==> config.mk <==
export PLATFORM = sky130hd
export DESIGN_NAME = riscv_run_ctrl
export DESIGN_NICKNAME = d
export VERILOG_FILES = /design/src/rtl/riscv_run_ctrl.sv
export SDC_FILE = /design/constraint.sdc
export NUM_CORES = 1
export LEC_CHECK = 0
export ABC_AREA = 0
export BUFFER_PORTS_ARGS = -buffer_cell sky130_fd_sc_hd__buf_4
export CAP_MARGIN = 20
export CORE_ASPECT_RATIO = 0.8
export CORE_MARGIN = 2
export CORE_UTILIZATION = 56
export CTS_CLUSTER_DIAMETER = 50
export DETAILED_ROUTE_END_ITERATION = 10
export PLACE_DENSITY = 0.86
export RECOVER_POWER = 50
export SYNTH_ARGS = -nofsm -noshare
export SYNTH_HDL_FRONTEND = slang
export SYNTH_SLANG_ARGS = --single-unit
==> constraint.sdc <==
create_clock -name clk -period 5.36 [get_ports clk]
set_clock_uncertainty 0.2 [all_clocks]
set_input_delay 0 -clock clk [delete_from_list [all_inputs] [get_ports clk]]
set_output_delay 0 -clock clk [all_outputs]
set_load 0.01 [all_outputs]
==> src/rtl/riscv_run_ctrl.sv <==
// Bring-up run controller for a RISC-V core. It holds the core in reset, lets it run
// until the PC parks on a halt address, then checks one register through the debug port.
module riscv_run_ctrl #(
  parameter int XLEN         = 32,
  parameter int REG_ADDR_W   = 5,
  parameter int CNT_W        = 16,
  parameter int RESET_CYCLES = 2,
  parameter int HALT_STABLE  = 2
) (
  input  logic                  clk,
  input  logic                  reset,
  input  logic                  start,
  input  logic [CNT_W-1:0]      max_cycles,
  input  logic [XLEN-1:0]       halt_pc,
  input  logic [REG_ADDR_W-1:0] check_reg,
  input  logic [XLEN-1:0]       expect_val,
  output logic                  core_reset,
  input  logic [XLEN-1:0]       core_pc,
  output logic [REG_ADDR_W-1:0] dbg_raddr,
  input  logic [XLEN-1:0]       dbg_rdata,
  output logic                  busy,
  output logic                  done,
  output logic                  pass,
  output logic                  timeout,
  output logic [CNT_W-1:0]      cycle_count,
  output logic [XLEN-1:0]       result_val
);

  localparam logic [2:0] S_IDLE  = 3'd0;
  localparam logic [2:0] S_RESET = 3'd1;
  localparam logic [2:0] S_RUN   = 3'd2;
  localparam logic [2:0] S_CHECK = 3'd3;
  localparam logic [2:0] S_DONE  = 3'd4;

  localparam int STW = $clog2(HALT_STABLE + 1);
  localparam int RCW = (RESET_CYCLES > 1) ? $clog2(RESET_CYCLES) : 1;

  logic [2:0]            state;
  logic [RCW-1:0]        rst_cnt;
  logic [STW-1:0]        stable_cnt;
  logic [CNT_W-1:0]      max_q;
  logic [XLEN-1:0]       halt_q;
  logic [XLEN-1:0]       expect_q;
  logic [REG_ADDR_W-1:0] reg_q;

  logic [CNT_W-1:0] cnt_next;
  logic [STW-1:0]   stab_next;
  logic             halt_hit;
  logic             budget_end;

  always_comb begin
    cnt_next   = (cycle_count == '1) ? cycle_count : cycle_count + 1'b1;
    stab_next  = (core_pc == halt_q) ? stable_cnt + 1'b1 : '0;
    halt_hit   = (stab_next == STW'(HALT_STABLE));
    // A zero budget still gets one RUN cycle before the timeout is declared.
    budget_end = (cnt_next == max_q) || (max_q == '0);
  end

  always_ff @(posedge clk or negedge reset) begin
    if (!reset) begin
      state       <= S_IDLE;
      rst_cnt     <= '0;
      stable_cnt  <= '0;
      max_q       <= '0;
      halt_q      <= '0;
      expect_q    <= '0;
      reg_q       <= '0;
      pass        <= 1'b0;
      timeout     <= 1'b0;
      cycle_count <= '0;
      result_val  <= '0;
    end else begin
      case (state)
        S_IDLE, S_DONE: begin
          if (start) begin
            max_q       <= max_cycles;
            halt_q      <= halt_pc;
            reg_q       <= check_reg;
            expect_q    <= expect_val;
            cycle_count <= '0;
            pass        <= 1'b0;
            timeout     <= 1'b0;
            stable_cnt  <= '0;
            rst_cnt     <= RCW'(RESET_CYCLES - 1);
            state       <= S_RESET;
          end
        end
        S_RESET: begin
          if (rst_cnt == '0) state <= S_RUN;
          else rst_cnt <= rst_cnt - 1'b1;
        end
        S_RUN: begin
          cycle_count <= cnt_next;
          stable_cnt  <= stab_next;
          // Halt takes priority over a budget that runs out on the same cycle.
          if (halt_hit) begin
            state <= S_CHECK;
          end else if (budget_end) begin
            timeout <= 1'b1;
            state   <= S_DONE;
          end
        end
        S_CHECK: begin
          result_val <= dbg_rdata;
          pass       <= (dbg_rdata == expect_q);
          state      <= S_DONE;
        end
        default: state <= S_IDLE;
      endcase
    end
  end

  // Decoded from state so the core reset asserts as soon as the async reset lands.
  assign core_reset = (state == S_IDLE) || (state == S_RESET);
  assign busy       = (state == S_RESET) || (state == S_RUN) || (state == S_CHECK);
  assign done       = (state == S_DONE);
  assign dbg_raddr  = reg_q;

endmodule

==> flow_summary.yaml, run 1 <==
floorplan:
  num_rows: 36
  die_h_um: 104
  pin_count: 210
  die_x_um: 128
  core-area_um2: 12100
  dieArea_um2: 13300
  start_util_pct: 57.2
logic_synthesis:
  synthTopCellsByArea: "dfrtp_1 51%, nand2_1 15%, xnor2_1 5.9%, mux2_2 5.4%, xor2_1 4.4%"
  synth_top_cell_by_area: "dfrtp_1"
  synth_edf_count: 0
  syn_area_per_cell_um2: 9.33
  netlist_area_um2: 6930
  yosys_warnings: 0
  syn-instance-count: 743
  yosysUniqueCellTypes: 50
  synth-seq-area-share_pct: 50.9
  synth_top_flop_cell: "dfrtp_1"
  postSynth.asyncResetShare_pct: 100
  yosysTopAreaCellShare_pct: 50.9
  synth-seq-cells: 141
  syn_nets: 896
global_route:
  grt_max_degree: 99
  grt_pass1_wl_um: 45400
  grt_util_all_layers_pct: 45.1
  grt_pass1_vias: 8125
  antenna_found_initial: 3
  grt-ovfl-total: 0
hold_path:
  hp-start: "expect_val[9]"
  min_path_cells: 4
  hold_end: "expect_q[9]"
  hp-class: "primary input to register"
pwr:
  power_density_nw_per_um2: 499
  ir_worst_vdd_uv: 341
  p_leak_nw: 4.91
critical_path:
  end_kind: "register"
  cp_max_fo: 15
  rr_endpoint: "state[1]"
  crit_type: "register to register"
  regToRegSetupSlack_ps: 1530
  rr_worst_depth: 8
  cp.arrival_ps: 3940
  required_ps: 5470
  timing.rr.start: "cycle_count[0]"
  start_kind: "register"
layout:
  fin_nets: 1231
  nFillCells: 610
  final_area_um2: 10400
  drive_gt1_share_pct: 21.3
  syn_to_final_growth_pct: 49.4
route:
  wirelength_um: 29300
  drt_iter0_drc: 973
  ant_nets: 0
  via_count: 7754
  firstDrtPassIters: 6
  avgRoutedWirePerCell_um: 23.5
  drc: 0
  viasPerCell: 6.23
status:
  violations: "capacitance limit, slew limit"
  status: "complete, but fails checks"
sta:
  tightest_slew_ps: 2490
  period_share_pct: 71.4
  slew-limit-headroom_pct: -66.2
  drv_slew: 99
  setup_viol: 0
  min_period_ps: 3830
  clock.fmax_mhz: 261
  grt_setup_unrepaired: "no"
  finalHoldViolations: 0
  finalSetupTns_ps: 0
place:
  dpl_cell_area_um2: 8570
  io_buffers: 209
  globalplace.congestion: 0.909
  dp_hpwl_um: 13900
cts:
  cts.clk_slew.worst_paths_ps: 70
  cts_tree: "yes"
  cts_setup_buffers: 0
  cts_root_buffer: "clkbuf_16"
  clockBufferDepth: 2
  clock_sinks: 141
  htreeDepth: 4
  clock_latency_ps: 430
  cts_inserted_buffers: 17
run:
  cap_violations: 1
[stage by stage]
stage | utilization (%) | power [mW] | instances | hold slack [ps] | setup slack [ps]
floorplan | - | 2.87 | 743 | -496 | 2200
global placement | 70.7 | 3.49 | 1069 | -50.4 | 1680
detailed placement | 70.7 | 3.55 | 1069 | -55.9 | 1610
CTS | 87.3 | 4.92 | 1243 | 8.07 | 1580
global route | 85.5 | 5.35 | 1245 | 130 | 1410
finish | 85.5 | 5.17 | 1245 | 109 | 1530
[cell families after synthesis]
logic type	Yosys count	synth area share [%]
AO/OA/AOI/OAI	65	6.32
XOR/XNOR	82	10.4
adder cells (fa/ha/maj)	1	0.180
buffers and inverters	41	2.54
flip-flops	141	50.9
multiplexers	37	5.94
AND/OR/NAND/NOR	376	23.8
[worst max path at each step]
stage | startpoint | endpoint | slack (ps) | depth (start not counted)
after floorplan | cycle_count[0] | state[1] | 2200 | 9
after global placement | cycle_count[0] | state[1] | 1680 | 8
after detailed placement | cycle_count[0] | state[1] | 1610 | 8
after CTS | cycle_count[0] | state[1] | 1580 | 8
after global routing | cycle_count[0] | state[1] | 1410 | 8
final | cycle_count[0] | state[1] | 1530 | 8
[repair_timing]
item                                   in CTS  in global routing
hold buffers                              142                  0
endpoints found under the hold margin     220                  0
gates resized for setup                     0                  0
[placed cells by master, fill, tap and decap left out, types with 3 or more instances in the layout]
master         instances
xor2_1                35
o2111ai_1              3
nor2b_1                5
xnor2_1               47
buf_4                154
mux2_2                33
nor2_1                17
mux2i_1                4
inv_6                  5
and4_1                 4
nor3_1                10
a21oi_1               13
a31oi_1                6
and3_1                 3
clkbuf_16             17
nand3_1               12
o21ai_0               19
dfrtp_1              141
dlygate4sd3_1        142
nand2_1              268
nand4_1               24
nor4_1                17
o31ai_1                4
inv_1                  3
nand2b_1               3
clkbuf_1              56
clkinvlp_4             3
[worst max-delay path, stage by stage, from the launching register on]
cell and delay (ps):
dfrtp_1 470, ha_1 360, and4_2 360, nand4_2 380, or3_1 520, a2111oi_2 430
o2111ai_1 200, or4_4 570, a32o_1 230
[flip-flops by register name (all words and copies together) (netlist names)]
| name | cells |
|---|---|
| expect_q | 32 |
| halt_q | 32 |
| result_val | 32 |
| cycle_count | 16 |
| max_q | 16 |
| dbg_raddr | 5 |
| state | 3 |
| stable_cnt | 2 |
| pass | 1 |
| rst_cnt | 1 |
| timeout | 1 |
[per-layer routing]
| layer | global-route usage, % | part of all wire [%] |
|---|---|---|
| met3 | 14.1 | 11 |
| met5 | 0 | 0.027 |
| met1 | 52.7 | 36 |
| met4 | 31.6 | 8.1 |
| met2 | 70.5 | 46 |
[Yosys cell counts (2+ instances only)]
cell and number:
nor2b_1 5, mux2i_1 4, nor3_1 11, nand4_2 2, nand2_1 269, nand3_1 12
and4_1 4, buf_2 6, nor4_1 17, o21ai_0 19, nand2b_1 3, xor2_1 35
and2_1 2, a32o_1 2, a31oi_1 6, mux2_2 33, nor2_1 17, xnor2_1 47
dfrtp_1 141, and4_2 2, a21oi_1 13, inv_1 3, o2111ai_1 3, o211ai_1 2
o31ai_1 4, and3_1 3, nand4_1 24, or3_1 2, buf_4 2, clkbuf_1 29
a22oi_1 2
[power by group]
group / total [mW] / switching, mW / internal (mW) / leakage (nW)
clock network: 1.21 / 0.554 / 0.657 / 0.278
registers: 2.00 / 0.480 / 1.52 / 1.75
logic: 1.96 / 1.12 / 0.842 / 2.88
[layout make-up]
cell class,instances,area (um2),area share [%]
clock inverter,15,158,1.52
clock buffer,17,425,4.11
multi-input combinational,561,3240,31.3
tap,152,190,1.84
timing repair buffer,354,2800,27.0
sequential,141,3530,34.1
antenna,2,5.00,0.0483
inverter,3,11.3,0.109
Note: power is estimated with default switching activity, not from simulation.
==> run 2, diff against run 1 <==
--- a/config.mk
+++ b/config.mk
@@ -10,10 +10,10 @@
 export CAP_MARGIN = 20
 export CORE_ASPECT_RATIO = 0.8
 export CORE_MARGIN = 2
-export CORE_UTILIZATION = 56
+export CORE_UTILIZATION = 52
 export CTS_CLUSTER_DIAMETER = 50
 export DETAILED_ROUTE_END_ITERATION = 10
-export PLACE_DENSITY = 0.86
+export PLACE_DENSITY = 0.81
 export RECOVER_POWER = 50
 export SYNTH_ARGS = -nofsm -noshare
 export SYNTH_HDL_FRONTEND = slang
==> constraint.sdc (replaced) <==
create_clock -name clk -period 3.9 [get_ports clk]
set_clock_uncertainty 0.2 [all_clocks]
set_input_delay 0 -clock clk [delete_from_list [all_inputs] [get_ports clk]]
set_output_delay 0 -clock clk [all_outputs]
set_load 0.01 [all_outputs]
==> run 2 against run 1 <==
The flow still finishes with violations (capacitance limit, slew limit). Flip-flop and latch count unchanged. First-iteration DRC count down 0.62%. Largest power group is now combinational cells. Hold slack better by 9.4 ps.
==> flow_summary.yaml, run 2 (synthesized netlist as in run 1, its figures left out) <==
layout:
  postLayoutCoreUtil_pct: 83.2
  syn_to_final_growth_pct: 55.0
  final_cell_mix: "268 x nand2_1, 166 x dlygate4sd3_1, 164 x buf_4, 141 x dfrtp_1, 56 x clkbuf_1"
  final_common_cell: "nand2_1"
  fin_nets: 1266
  drive_gt1_share_pct: 21.7
  reg_top3: "expect_q (32), halt_q (32), result_val (32)"
sta:
  period_share_pct: 94.2
  slew-limit-headroom_pct: -25.8
  drv_slew: 78
  tightest_slew_ps: 1890
  min_period_ps: 3670
  worst_hold_slack_ps: 118
  finalWorstSetupSlack_ps: 227
  finalSetupTns_ps: 0
  finalHoldViolations: 0
  clock.fmax_mhz: 272
  setup_viol: 0
  grt_setup_unrepaired: "no"
route:
  viasPerCell: 5.92
  drt_iter0_drc: 967
  via_count: 7712
  firstDrtPassIters: 8
  wirelength_um: 29400
  avgRoutedWirePerCell_um: 22.6
  ant_nets: 0
  drc: 0
cts:
  cts_root_buffer: "clkbuf_16"
  clock_latency_ps: 430
  clock_sinks: 141
  cts_inserted_buffers: 17
  cts_tree: "yes"
  clockBufferDepth: 2
  htreeDepth: 4
  cts_setup_buffers: 0
  cts.clk_slew.worst_paths_ps: 70
place:
  preCtsSetupSlack_ps: 397
  io_buffers: 209
  globalplace.congestion: 0.882
  dp_hpwl_um: 13800
floorplan:
  dieArea_um2: 14300
  num_rows: 37
  core-area_um2: 12900
  pin_count: 210
  die_x_um: 133
  die_h_um: 107
  start_util_pct: 53.7
global_route:
  grt_pass1_wl_um: 45100
  grt_max_degree: 78
  grt-ovfl-total: 0
  antenna_found_initial: 1
  grt_pass1_vias: 8100
  grt_util_all_layers_pct: 41.5
pwr:
  ir_worst_vdd_uv: 419
  p_leak_nw: 5.01
  power.total_mw: 7.24
  power_density_nw_per_um2: 674
critical_path:
  crit_type: "register to register"
  cp-endpoint: "stable_cnt[1]"
  cp_max_fo: 2
  required_ps: 4030
  end_kind: "register"
  timing.rr.start: "halt_q[10]"
  critPathLaunch: "halt_q[10]"
  cp.arrival_ps: 3810
  regToRegSetupSlack_ps: 230
  critPathMaxStageDelay_ps: 630
  rr_worst_depth: 10
  rr_endpoint: "stable_cnt[1]"
  start_kind: "register"
  path_cells: "xnor2_1 -> nand4_1 -> dlygate4sd3_1 -> nor4_2 -> dlygate4sd3_1 -> nand3_1 -> dlygate4sd3_1 -> nor2_1 -> o21ai_0 -> o21ai_0"
  crit_top_cell: "dlygate4sd3_1"
  worst_path_max_delay_cell: "dlygate4sd3_1"
hold_path:
  hp-class: "primary input to register"
status:
  status: "complete, but fails checks"
  violations: "capacitance limit, slew limit"
run:
  cap_violations: 1
==> run 2: worst max-delay path: cells and delay by family, from the launching register on <==
kind | cells | cell delay (ps)
buffers and inverters | 3 | 1850
flip-flops | 1 | 420
AO/OA/AOI/OAI | 2 | 260
XOR/XNOR | 1 | 270
AND/OR/NAND/NOR | 4 | 570
==> run 2: worst min-delay path by stage <==
stage	start	endpoint	slack (ps)	depth (start not counted)
final	check_reg[4]	dbg_raddr[4]	120	4
after global routing	max_cycles[11]	max_q[11]	130	4
after CTS	reset	result_val[11]	5	2
after detailed placement	reset	result_val[11]	-120	1
after global placement	reset	result_val[11]	-120	1
after floorplan	reset	cycle_count[0]	-500	0
==> run 2: report_power, final <==
group	switching (mW)	leakage, nW	internal (mW)
Clock	0.712	0.292	1.04
Sequential	0.634	1.75	2.09
Combinational	1.57	2.97	1.20
Total	2.92	5.01	4.32
==> run 2: repair_timing <==
action	CTS	global route
gates resized for setup	0	1
endpoints found under the hold margin	199	0
setup endpoints to repair	0	1
hold buffers	166	0
==> run 2: layout make-up <==
class | instances | area, um2
clock inverters | 14 | 180
diodes | 1 | 2.50
repair buffers | 389 | 3120
multi-input cells | 561 | 3250
clock buffers | 18 | 439
fillers | 661 | 2170
flip-flops and latches | 141 | 3530
well taps | 175 | 219
inverters | 3 | 11.3
==> run 2: routing by layer <==
layer	track usage [%]	share of wire, %	vias to the layer above
li1	-	-	3242
met4	23.2	6.1	0
met5	0	0	-
met2	68.3	47	603
met3	10.9	9.8	174
met1	50.3	37	3693
==> run 2: per-stage QoR <==
step           instance area, um2  instances
6_report                    10700       1302
5_1_grt                     10700       1302
4_1_cts                     11000       1301
3_5_place_dp                 8680       1103
3_3_place_gp                 8680       1103
2_1_floorplan                6930        743
==> run 3, diff against run 2 <==
--- a/config.mk
+++ b/config.mk
@@ -13,6 +13,7 @@
 export CORE_UTILIZATION = 52
 export CTS_CLUSTER_DIAMETER = 50
 export DETAILED_ROUTE_END_ITERATION = 10
+export MAX_ROUTING_LAYER = met4
 export PLACE_DENSITY = 0.81
 export RECOVER_POWER = 50
 export SYNTH_ARGS = -nofsm -noshare
==> run 3 against run 2 <==
The flow still finishes with violations (capacitance limit, slew limit). Sequential share of layout area up 1.2 points. Via count down 6.6%. Final cell count down 3.0%. Die area is the same. Count of clock-buffer cells in the layout is 1 lower. Critical path depth down 2. Combinational power shrank 11%. Utilization shrank 2.9 points. Wire length down 12%. Setup slack better by 130 ps. Global-route usage fell by 2.9 points. Critical endpoint is now state[1]. Register-to-register slack improved by 130 ps. Largest power group is now registers.
==> flow_summary.yaml, run 3 (synthesized netlist as in run 1, its figures left out) <==
critical_path:
  cp.arrival_ps: 3650
  end_kind: "register"
  cp.depth: 8
  cp_top_family: "simple AND/OR/NAND/NOR gates"
  worst_path_max_delay_cell: "or4_4"
  crit_type: "register to register"
  start_kind: "register"
  path_cells: "clkbuf_1 -> nand4_2 -> buf_4 -> nor4_1 -> o221ai_1 -> or4b_1 -> or4_4 -> a32o_1"
  cp_max_fo: 12
  rr_worst_depth: 8
  critPathMaxStageDelay_ps: 570
  critPathBufInv: 2
  required_ps: 4000
floorplan:
  num_rows: 37
  die_x_um: 133
  pin_count: 210
  start_util_pct: 53.7
  core-area_um2: 12900
  die_h_um: 107
  dieArea_um2: 14300
layout:
  final_common_cell: "nand2_1"
  final_cell_mix: "268 x nand2_1, 166 x buf_4, 141 x dfrtp_1, 125 x dlygate4sd3_1, 56 x clkbuf_1"
  postLayoutCoreUtil_pct: 80.3
  drive_gt1_share_pct: 22.5
  syn_to_final_growth_pct: 49.7
  fin_nets: 1227
  reg_top3: "expect_q (32), halt_q (32), result_val (32)"
cts:
  cts_inserted_buffers: 17
  cts_root_buffer: "clkbuf_16"
  clock_latency_ps: 420
  clock_sinks: 141
  cts_resized: 0
  cts.clk_slew.worst_paths_ps: 70
  htreeDepth: 4
  cts_tree: "yes"
  cts_setup_buffers: 0
  ctsHoldBuffers: 125
  clockBufferDepth: 2
route:
  drt_iter0_drc: 713
  avgRoutedWirePerCell_um: 20.6
  viasPerCell: 5.70
  firstDrtPassIters: 7
  wirelength_um: 26000
  via_count: 7202
  drc: 0
  ant_nets: 0
sta:
  worst_hold_slack_ps: 121
  slew-limit-headroom_pct: -26.5
  tightest_slew_ps: 1900
  finalSetupTns_ps: 0
  setup_viol: 0
  clock.fmax_mhz: 282
  min_period_ps: 3540
  grt_setup_unrepaired: "no"
  drv_slew: 75
  period_share_pct: 90.9
  finalHoldViolations: 0
status:
  status: "complete, but fails checks"
  violations: "capacitance limit, slew limit"
global_route:
  grt-ovfl-total: 0
  grt_pass1_vias: 7735
  antenna_found_initial: 1
  grt_pass1_wl_um: 40900
  grt_busiest_layer: "met2"
  grtUsageMet3_pct: 9.04
  grtUsageMet1_pct: 44.0
  met2_usage_pct: 64.7
  grt_max_degree: 75
  grt_util_all_layers_pct: 38.6
run:
  cap_violations: 1
hold_path:
  min_path_cells: 4
  hp-class: "primary input to register"
place:
  globalplace.congestion: 0.889
  io_buffers: 209
  dp_hpwl_um: 13900
pwr:
  p_leak_nw: 4.93
  power_density_nw_per_um2: 671
  ir_worst_vdd_uv: 380
-- run 3: worst register-to-register path, cell delays in order, from the launching register on --
cell      delay (ps)
dfrtp_1          330
clkbuf_1         460
nand4_2          250
buf_4            240
nor4_1           470
o221ai_1         180
or4b_1           490
or4_4            570
a32o_1           230
-- run 3: area by class of cell --
cell class	count	area, um2
Sequential cell	141	3530
Multi-Input combinational cell	561	3240
Timing Repair Buffer	350	2720
Fill cell	761	2540
Clock buffer	17	425
Clock inverter	15	224
Tap cell	175	219
Inverter	3	11.3
Antenna cell	1	2.50
-- run 3: per-layer routing --
metal,up-vias,wire length (um)
met1,3475,9680
met2,453,12900
met3,104,2140
met5,-,0
met4,0,1300
li1,3170,-
-- run 3: final timing paths --
check                      slack (ps)        endpoint      startpoint
hold reg to reg                   280    dbg_raddr[0]    dbg_raddr[0]
hold / removal                    120    dbg_raddr[1]    check_reg[1]
max in group asynchronous        1200      halt_q[22]           reset
setup reg to reg                  360        state[1]  cycle_count[4]
setup / recovery                  360        state[1]  cycle_count[4]
min in group asynchronous         460  result_val[11]           reset
-- run 3: where the power goes --
group          switching, mW  internal, mW  leakage, nW  total [mW]
Combinational           1.42          1.05         2.86        2.47
Sequential             0.574          2.09         1.75        2.67
Clock                  0.728          1.10        0.313        1.83
Total                   2.73          4.24         4.93        6.96
-- run 3: stage by stage --
| stage | cells | setup slack, ps | instance area (um2) | power [mW] |
|---|---|---|---|---|
| CTS | 1262 | 467 | 10600 | 6.86 |
| detailed placement | 1105 | 485 | 8690 | 4.92 |
| finish | 1263 | 355 | 10400 | 6.96 |
| global route | 1263 | 233 | 10400 | 7.29 |
| floorplan | 743 | 736 | 6930 | 3.95 |
| global placement | 1105 | 500 | 8690 | 4.85 |
